**config.mk**
```make
export PLATFORM = sky130hd
export DESIGN_NAME = flag_unit
export DESIGN_NICKNAME = d
export VERILOG_FILES = /design/src/rtl/flag_unit_pkg.sv /design/src/rtl/cond_eval.sv /design/src/rtl/flag_unit.sv
export SDC_FILE = /design/constraint.sdc
export NUM_CORES = 1
export LEC_CHECK = 0
export CORE_MARGIN = 2
export CORE_UTILIZATION = 47
export CTS_CLUSTER_SIZE = 40
export DETAILED_ROUTE_END_ITERATION = 8
export GPL_TIMING_DRIVEN = 0
export PLACE_DENSITY = 0.85
export SLEW_MARGIN = 20
export SYNTH_ARGS = -nofsm -noshare
export SYNTH_HDL_FRONTEND = slang
export SYNTH_SLANG_ARGS = --single-unit
```
**constraint.sdc**
```tcl
create_clock -name clk -period 5.8 [get_ports clk]
set_input_delay 0.58 -clock clk [delete_from_list [all_inputs] [get_ports clk]]
set_output_delay 0.58 -clock clk [all_outputs]
set_load 0.05 [all_outputs]
```
**src/rtl/flag_unit_pkg.sv**
```systemverilog
// Shared constants and types for the flag register and branch condition logic.
package flag_unit_pkg;

  localparam int unsigned DATA_W    = 16;
  localparam int unsigned FR_FLAG_W = 4;
  localparam int unsigned COND_W    = 4;

  localparam int unsigned N_FLAG = 3;
  localparam int unsigned Z_FLAG = 2;
  localparam int unsigned C_FLAG = 1;
  localparam int unsigned V_FLAG = 0;

  // Flag register layout, MSB first: {N,Z,C,V}
  typedef struct packed {
    logic n;
    logic z;
    logic c;
    logic v;
  } fr_t;

  typedef enum logic [COND_W-1:0] {
    COND_AL = 4'd0,
    COND_EQ = 4'd1,
    COND_NE = 4'd2,
    COND_CS = 4'd3,
    COND_CC = 4'd4,
    COND_MI = 4'd5,
    COND_PL = 4'd6,
    COND_VS = 4'd7,
    COND_VC = 4'd8,
    COND_HI = 4'd9,
    COND_LS = 4'd10,
    COND_GE = 4'd11,
    COND_LT = 4'd12,
    COND_GT = 4'd13,
    COND_LE = 4'd14,
    COND_NV = 4'd15
  } cond_e;

endpackage

```
**src/rtl/cond_eval.sv**
```systemverilog
// Combinational branch condition evaluator; shared with the branch unit.
module cond_eval
  import flag_unit_pkg::*;
(
  input  logic [COND_W-1:0]    cond,
  input  logic [FR_FLAG_W-1:0] flags,
  output logic                 cond_true
);

  fr_t f;
  assign f = fr_t'(flags);

  // C is the ALU's "no borrow" bit, so HI/LS are unsigned higher / lower-or-same
  always_comb begin
    cond_true = 1'b0;
    unique case (cond_e'(cond))
      COND_AL: cond_true = 1'b1;
      COND_EQ: cond_true = f.z;
      COND_NE: cond_true = ~f.z;
      COND_CS: cond_true = f.c;
      COND_CC: cond_true = ~f.c;
      COND_MI: cond_true = f.n;
      COND_PL: cond_true = ~f.n;
      COND_VS: cond_true = f.v;
      COND_VC: cond_true = ~f.v;
      COND_HI: cond_true = f.c & ~f.z;
      COND_LS: cond_true = ~f.c | f.z;
      COND_GE: cond_true = f.n ~^ f.v;
      COND_LT: cond_true = f.n ^ f.v;
      COND_GT: cond_true = ~f.z & (f.n ~^ f.v);
      COND_LE: cond_true = f.z | (f.n ^ f.v);
      COND_NV: cond_true = 1'b0;
      default: cond_true = 1'b0;
    endcase
  end

endmodule

```
**src/rtl/flag_unit.sv**
```systemverilog
// Architectural flag register with condition evaluation and a small
// LIFO of saved flag values for interrupt/call save and restore.
module flag_unit
  import flag_unit_pkg::*;
#(
  parameter int unsigned STK_DEPTH = 4
) (
  input  logic                 clk,
  input  logic                 rst_n,
  input  logic [FR_FLAG_W-1:0] alu_flags,
  input  logic                 flag_we,
  input  logic                 fr_load,
  input  logic [DATA_W-1:0]    fr_din,
  input  logic                 push,
  input  logic                 pop,
  input  logic [COND_W-1:0]    cond,
  output logic                 cond_true,
  output logic [FR_FLAG_W-1:0] flags,
  output logic [DATA_W-1:0]    fr_dout,
  output logic                 stk_empty,
  output logic                 stk_full,
  output logic                 stk_err
);

  localparam int unsigned SP_W  = $clog2(STK_DEPTH) + 1;
  localparam int unsigned IDX_W = SP_W - 1;

  logic [FR_FLAG_W-1:0] fr, fr_nxt;
  logic [SP_W-1:0]      sp, sp_nxt;
  logic                 err_nxt;
  logic [FR_FLAG_W-1:0] stk_mem [STK_DEPTH];
  logic                 push_ok, pop_ok;
  logic [IDX_W-1:0]     wr_idx, top_idx;
  logic                 unused_din;

  assign unused_din = ^fr_din[DATA_W-1:FR_FLAG_W];

  assign stk_empty = (sp == '0);
  assign stk_full  = (sp == SP_W'(STK_DEPTH));
  assign push_ok   = push & ~pop & ~stk_full;
  assign pop_ok    = pop & ~push & ~stk_empty;
  assign wr_idx    = IDX_W'(sp);
  assign top_idx   = IDX_W'(sp - SP_W'(1));

  assign flags   = fr;
  assign fr_dout = {{(DATA_W - FR_FLAG_W){1'b0}}, fr};

  // A legal pop owns FR; otherwise load beats ALU capture
  always_comb begin
    fr_nxt  = fr;
    sp_nxt  = sp;
    err_nxt = (push | pop) & ~push_ok & ~pop_ok;
    if (pop_ok) begin
      fr_nxt = stk_mem[top_idx];
      sp_nxt = sp - SP_W'(1);
    end else begin
      if (fr_load) begin
        fr_nxt = fr_din[FR_FLAG_W-1:0];
      end else if (flag_we) begin
        fr_nxt = alu_flags;
      end
      if (push_ok) begin
        sp_nxt = sp + SP_W'(1);
      end
    end
  end

  always_ff @(posedge clk or negedge rst_n) begin
    if (!rst_n) begin
      fr      <= '0;
      sp      <= '0;
      stk_err <= 1'b0;
    end else begin
      fr      <= fr_nxt;
      sp      <= sp_nxt;
      stk_err <= err_nxt;
    end
  end

  // Save slots hold the pre-edge FR; contents are don't-care after reset
  always_ff @(posedge clk) begin
    if (push_ok) begin
      stk_mem[wr_idx] <= fr;
    end
  end

  cond_eval u_cond_eval (
    .cond      (cond),
    .flags     (fr),
    .cond_true (cond_true)
  );

endmodule

```
* Yosys cells after proc, flatten, opt, wreduce, memory -nomap -nowiden
Memory sizes are Yosys's and may differ from the RTL's. Cells that the tools add are included.
Storage, ports and cells: memories 1, word-level logic and storage cells 57, output and inout bits 24, bits in registers 8, bits of input ports 30, bits in writable memories 16
Cells by class: reduce and logical (&&, ||, !) cells 4, $add $sub $neg 2, equality and inequality tests 16, multiplexer cells 8, bitwise logic cells 23
Memory list:
- stk_mem | depth 4, bits a word 4, rd ports 1, clocked after Yosys merged registers in 0, wr ports 1, line flag_unit.sv:31 | logic [FR_FLAG_W-1:0] stk_mem [STK_DEPTH];
Operators by type and width (number):
- == test 4 bit (second input constant) | 8
- == test 4 x 3 -> 1 bit (second input constant) | 4
- case mux 1 bit (16 select lines) | 1
- two-way mux 4 bit | 3
- inverter 1 bit | 10
- AND 1 bit | 8
- == test 4 x 2 -> 1 bit (second input constant) | 2
- two-way mux 3 bit | 2
- == test 4 x 1 -> 1 bit (second input constant) | 1
- zero test 4 bit | 1
- adder 3 x 1 -> 3 bit (second input constant) | 1
- == test 3 bit (second input constant) | 1
- zero test 3 bit | 1
- OR 1 bit | 3
- nonzero test 3 bit | 1
- subtractor 3 x 1 -> 3 bit (second input constant) | 1
- two-way mux 1 bit | 2
- nonzero test 2 bit | 1
- XNOR 1 bit | 1
- XOR 1 bit | 1

* Longest topological paths before layout
depth after elaboration 6, mapped depth 9, mapped depth without buffers 7

* Modules after synthesis
Synthesis repeated with hierarchy kept, for this count alone.
Unflattened totals: cell total of the unflattened synthesis 127, area total of the unflattened synthesis 1477.7 um^2
Modules (own cells, without submodules):
- flag_unit | seq. area each 680.7 um^2, area an instance 1290.0 um^2, cells each 95, instances 1
- cond_eval | seq. area each 0.0 um^2, area an instance 187.7 um^2, cells each 32, instances 1

* Least setup slack after synthesis
OpenSTA, ideal clock, no wires.
path type reg-to-output, from reg fr[0] (netlist: flags[0]), to out cond_true, setup slack 3.257 ns, arrival 1.963 ns, data required time 5.220 ns, cell stages (with the launch flop) 6, path buffers 0, path through dfrtp_1 xor2_1 mux2i_1 a21oi_1 or3_1 nand3_1
Between the ends: cells in the longest elaborated chain, start to end 3, elaborated cells between the ends (all ways) 6, those cells by class mux: 1; bitwise: 5
Ends and longest elaborated chain:
- start, declared | line flag_unit.sv:28 | logic [FR_FLAG_W-1:0] fr, fr_nxt;
- start signal, assigned | line flag_unit.sv:74 | fr <= fr_nxt;
- XOR 1 bit or XNOR 1 bit (tied branches)
- OR 1 bit or AND 1 bit (tied branches) | line cond_eval.sv:31, cond_eval.sv:30
- case mux 1 bit (16 select lines) * | line cond_eval.sv:16 | unique case (cond_e'(cond))
- end, declared | line flag_unit.sv:17 | output logic cond_true,
Mark *: on every way between the ends. The rest lies on a longest branch, timed or not.

* Final worst setup path
Ends and elaborated chain as after synthesis.

==> flow_summary_export.csv <==
group,metric,value,unit
finish,layout-drive-gt1-share,0.175,
global_routing,grt_pass1_vias,1055,
sta,worstMarginPinSlew,0.498,ns
floorplan,pin_count,54,
sta,whs,0.524,ns
sta,fmax,300,MHz
pwr,p_leak,0.774,nW
setup_path,crit_buf_inv,1,
placement,dp_hpwl,2180,microns
drt,wirelength,2900,microns
setup_path,critPathRequiredTime,5.22,ns
setup_path,cpMaxStageDelayCell,"clkdlybuf4s50_1",
pwr,vdd_drop_max,393,uV
synthesis,synth_cell_type_count,29,
run_status,outcome,"finished clean",
floorplan,fp.dieW,58.5,microns
synthesis,syn_inst,124,
finish,final_core_util,0.647,
sta,finalHoldViolations,0,
sta,slew_headroom,0.667,
sta,grt_setup_unrepaired,"false",
drt,ant_nets,0,
clocking,cts.clk_slew.worst_paths,0.12,ns
sta,period_share,0.575,
finish,finalNetCount,203,
placement,pre_cts_slack,2.54,ns
drt,drt-wirelength-per-cell,14.7,microns
sta,setup_viol,0,
sta,finalSetupTns,0,ns
clocking,htreeDepth,1,
placement,place_area,1750,sq um
clocking,cts_tree,"yes",
setup_path,slowest_delay,0.80,ns
global_routing,grt_usage,0.182,
drt,dr.pass1.iters,4,
setup_path,cp_max_fo,10,
sta,setup_slack,2.47,ns
setup_path,cp_top_family,"buffers and inverters",
floorplan,die_y,58.5,microns
drt,top_layer_used,"met4",
placement,port_buffers,27,
clocking,cts_max_path_buffers,2,
drt,drc,0,
setup_path,critPathArrivalTime,2.75,ns
floorplan,initial_core_util,0.502,
global_routing,grt_start_max_net_pins,15,
setup_path,endpoint_kind,"output pin",
pwr,power.density,437,nW/um^2
sta,min_period,3.33,ns
drt,dr_total_vias,1035,
drt,drtIter0Drc,44,
clocking,cts_root_buf,"clkbuf_4",
setup_path,critPathLaunchType,"flip-flop",
global_routing,grt-ovfl-total,0,
floorplan,core,2780,sq um
floorplan,num_rows,19,
clocking,cts_hold_buf,0,
clocking,cts_resized,0,
finish,antenna_cells,0,
sta,skew,0.00190,ns
finish,fill_cells,210,
placement,place.gp.congestion,0.773,
clocking,post_cts_buffers,0,
setup_path,criticalPathCategory,"reg -> out",
finish,final_area,1800,sq um
finish,area_growth,28.9,%
global_routing,grt_pass1_wl,4570,microns
flow_run,cap_violations,0,
sta,drv_slew,0,
drt,wirelength_met1,1190,microns
synthesis,ys_seq_area_frac,0.487,
hold_path,hp-class,"in -> async",
synthesis,yosys_warnings,0,
drt,viasPerCell,5.25,
synthesis,synth_area,1400,sq um
synthesis,avgSynthCellArea,11.3,sq um
setup_path,path_cells,"xor2_1 -> mux2i_1 -> a21oi_1 -> or3_1 -> nand3_1 -> clkdlybuf4s50_1",
clocking,numCtsBuffers,3,
global_routing,antenna_found_initial,0,
clocking,cts.sinks,24,
clocking,clock_latency,0.32,ns
drt,dr_wl_met2,1550,microns
floorplan,die_area,3420,sq um
drt,met3_length,109,microns
synthesis,ys_ff_latch,24,
==> layout make-up <==
type                       instances  area [sq um]  area share
clock buffer                       3          22.5      0.0125
timing repair buffer              27           270       0.150
sequential                        24           681       0.378
inverter                           7          26.3      0.0146
buffer                            21           143      0.0793
tap                               31          38.8      0.0216
clock inverter                     1          30.0      0.0167
multi-input combinational         83           588       0.327
==> synthesized netlist by cell type (all sizes together) <==
cell type / instances / share of area
nand2: 7 / 0.019
nand2b: 3 / 0.013
conb: 1 / 0.0027
mux2i: 7 / 0.050
a211o: 1 / 0.0063
o211ai: 1 / 0.0054
ha: 6 / 0.054
nand3: 2 / 0.0072
o311ai: 1 / 0.0063
a311oi: 1 / 0.0063
nor2: 10 / 0.027
o221ai: 1 / 0.0063
inv: 7 / 0.019
clkbuf: 2 / 0.0054
xor2: 1 / 0.0063
edfxtp: 16 / 0.34
or2: 1 / 0.0045
mux4: 4 / 0.065
a21oi: 8 / 0.029
nor3b: 1 / 0.0090
and2: 5 / 0.022
o21ai: 5 / 0.018
dfrtp: 8 / 0.14
buf: 19 / 0.097
xnor2: 2 / 0.013
a41o: 1 / 0.0072
or3: 2 / 0.0090
a32oi: 1 / 0.0063
==> path summary, 6_finish.rpt <==
check | start | to | slack [ns] | cells after the start
worst max-delay path | flags[0]$_DFFE_PN0P_ | cond_true | 2.47 | 6
worst min-delay path | rst_n | stk_err$_DFF_PN0_ | 0.52 | 1
worst max register to register | sp[0]$_DFFE_PN0P_ | sp[2]$_DFFE_PN0P_ | 3.56 | 8
worst min register to register | sp[2]$_DFFE_PN0P_ | sp[2]$_DFFE_PN0P_ | 0.65 | 2
max in group asynchronous | rst_n | sp[1]$_DFFE_PN0P_ | 5.01 | 1
min in group clk | sp[2]$_DFFE_PN0P_ | sp[2]$_DFFE_PN0P_ | 0.65 | 2
==> per-layer routing <==
layer  up-vias  GRT usage
met5         -          0
met4         0     0.0963
met3         5     0.0242
met2        37      0.326
met1       500      0.209
li1        493          -
==> placed cells by master, fill, tap and decap left out, types with 2 or more instances in the layout <==
cell / n
a21oi_1: 8
or3_1: 2
buf_4: 16
conb_1: 12
mux4_2: 4
mux2i_1: 7
inv_1: 7
nor2_1: 10
xnor2_1: 2
clkdlybuf4s50_1: 27
nand2_1: 7
ha_1: 6
and2_1: 5
nand2b_1: 3
o21ai_0: 5
clkbuf_4: 3
nand3_1: 2
dfrtp_1: 8
buf_2: 3
edfxtp_1: 16
clkbuf_1: 2
==> sequential cells by signal, summed over array words and instances, names as in the netlist <==
register  count
stk_err       1
flags         4
sp            3
stk_mem      16
==> kinds of logic after synthesis <==
group,count (synthesis),synth area share
AOI/OAI and AO/OA,20,0.0905
xor gates and xnor gates,3,0.0188
DFF,24,0.487
other,1,0.00269
buffers and inverters,28,0.121
and+or+nand+nor,31,0.111
muxes,11,0.115
adders and majority gates,6,0.0538
==> through the flow <==
| step | cells | power (mW) |
|---|---|---|
| floorplan | 135 | 0.558 |
| global placement | 193 | 0.658 |
| detailed placement | 193 | 0.671 |
| CTS | 197 | 0.792 |
| global route | 197 | 0.828 |
| finish | 197 | 0.786 |
==> report_power, final <==
part / total (mW) / internal [mW] / switching (mW) / leakage [nW]
sequential: 0.271 / 0.229 / 0.0420 / 0.243
clock: 0.119 / 0.0700 / 0.0494 / 0.0279
combinational: 0.395 / 0.165 / 0.230 / 0.504
total: 0.786 / 0.464 / 0.322 / 0.774
No activity file was read; power rests on OpenSTA's default activity.
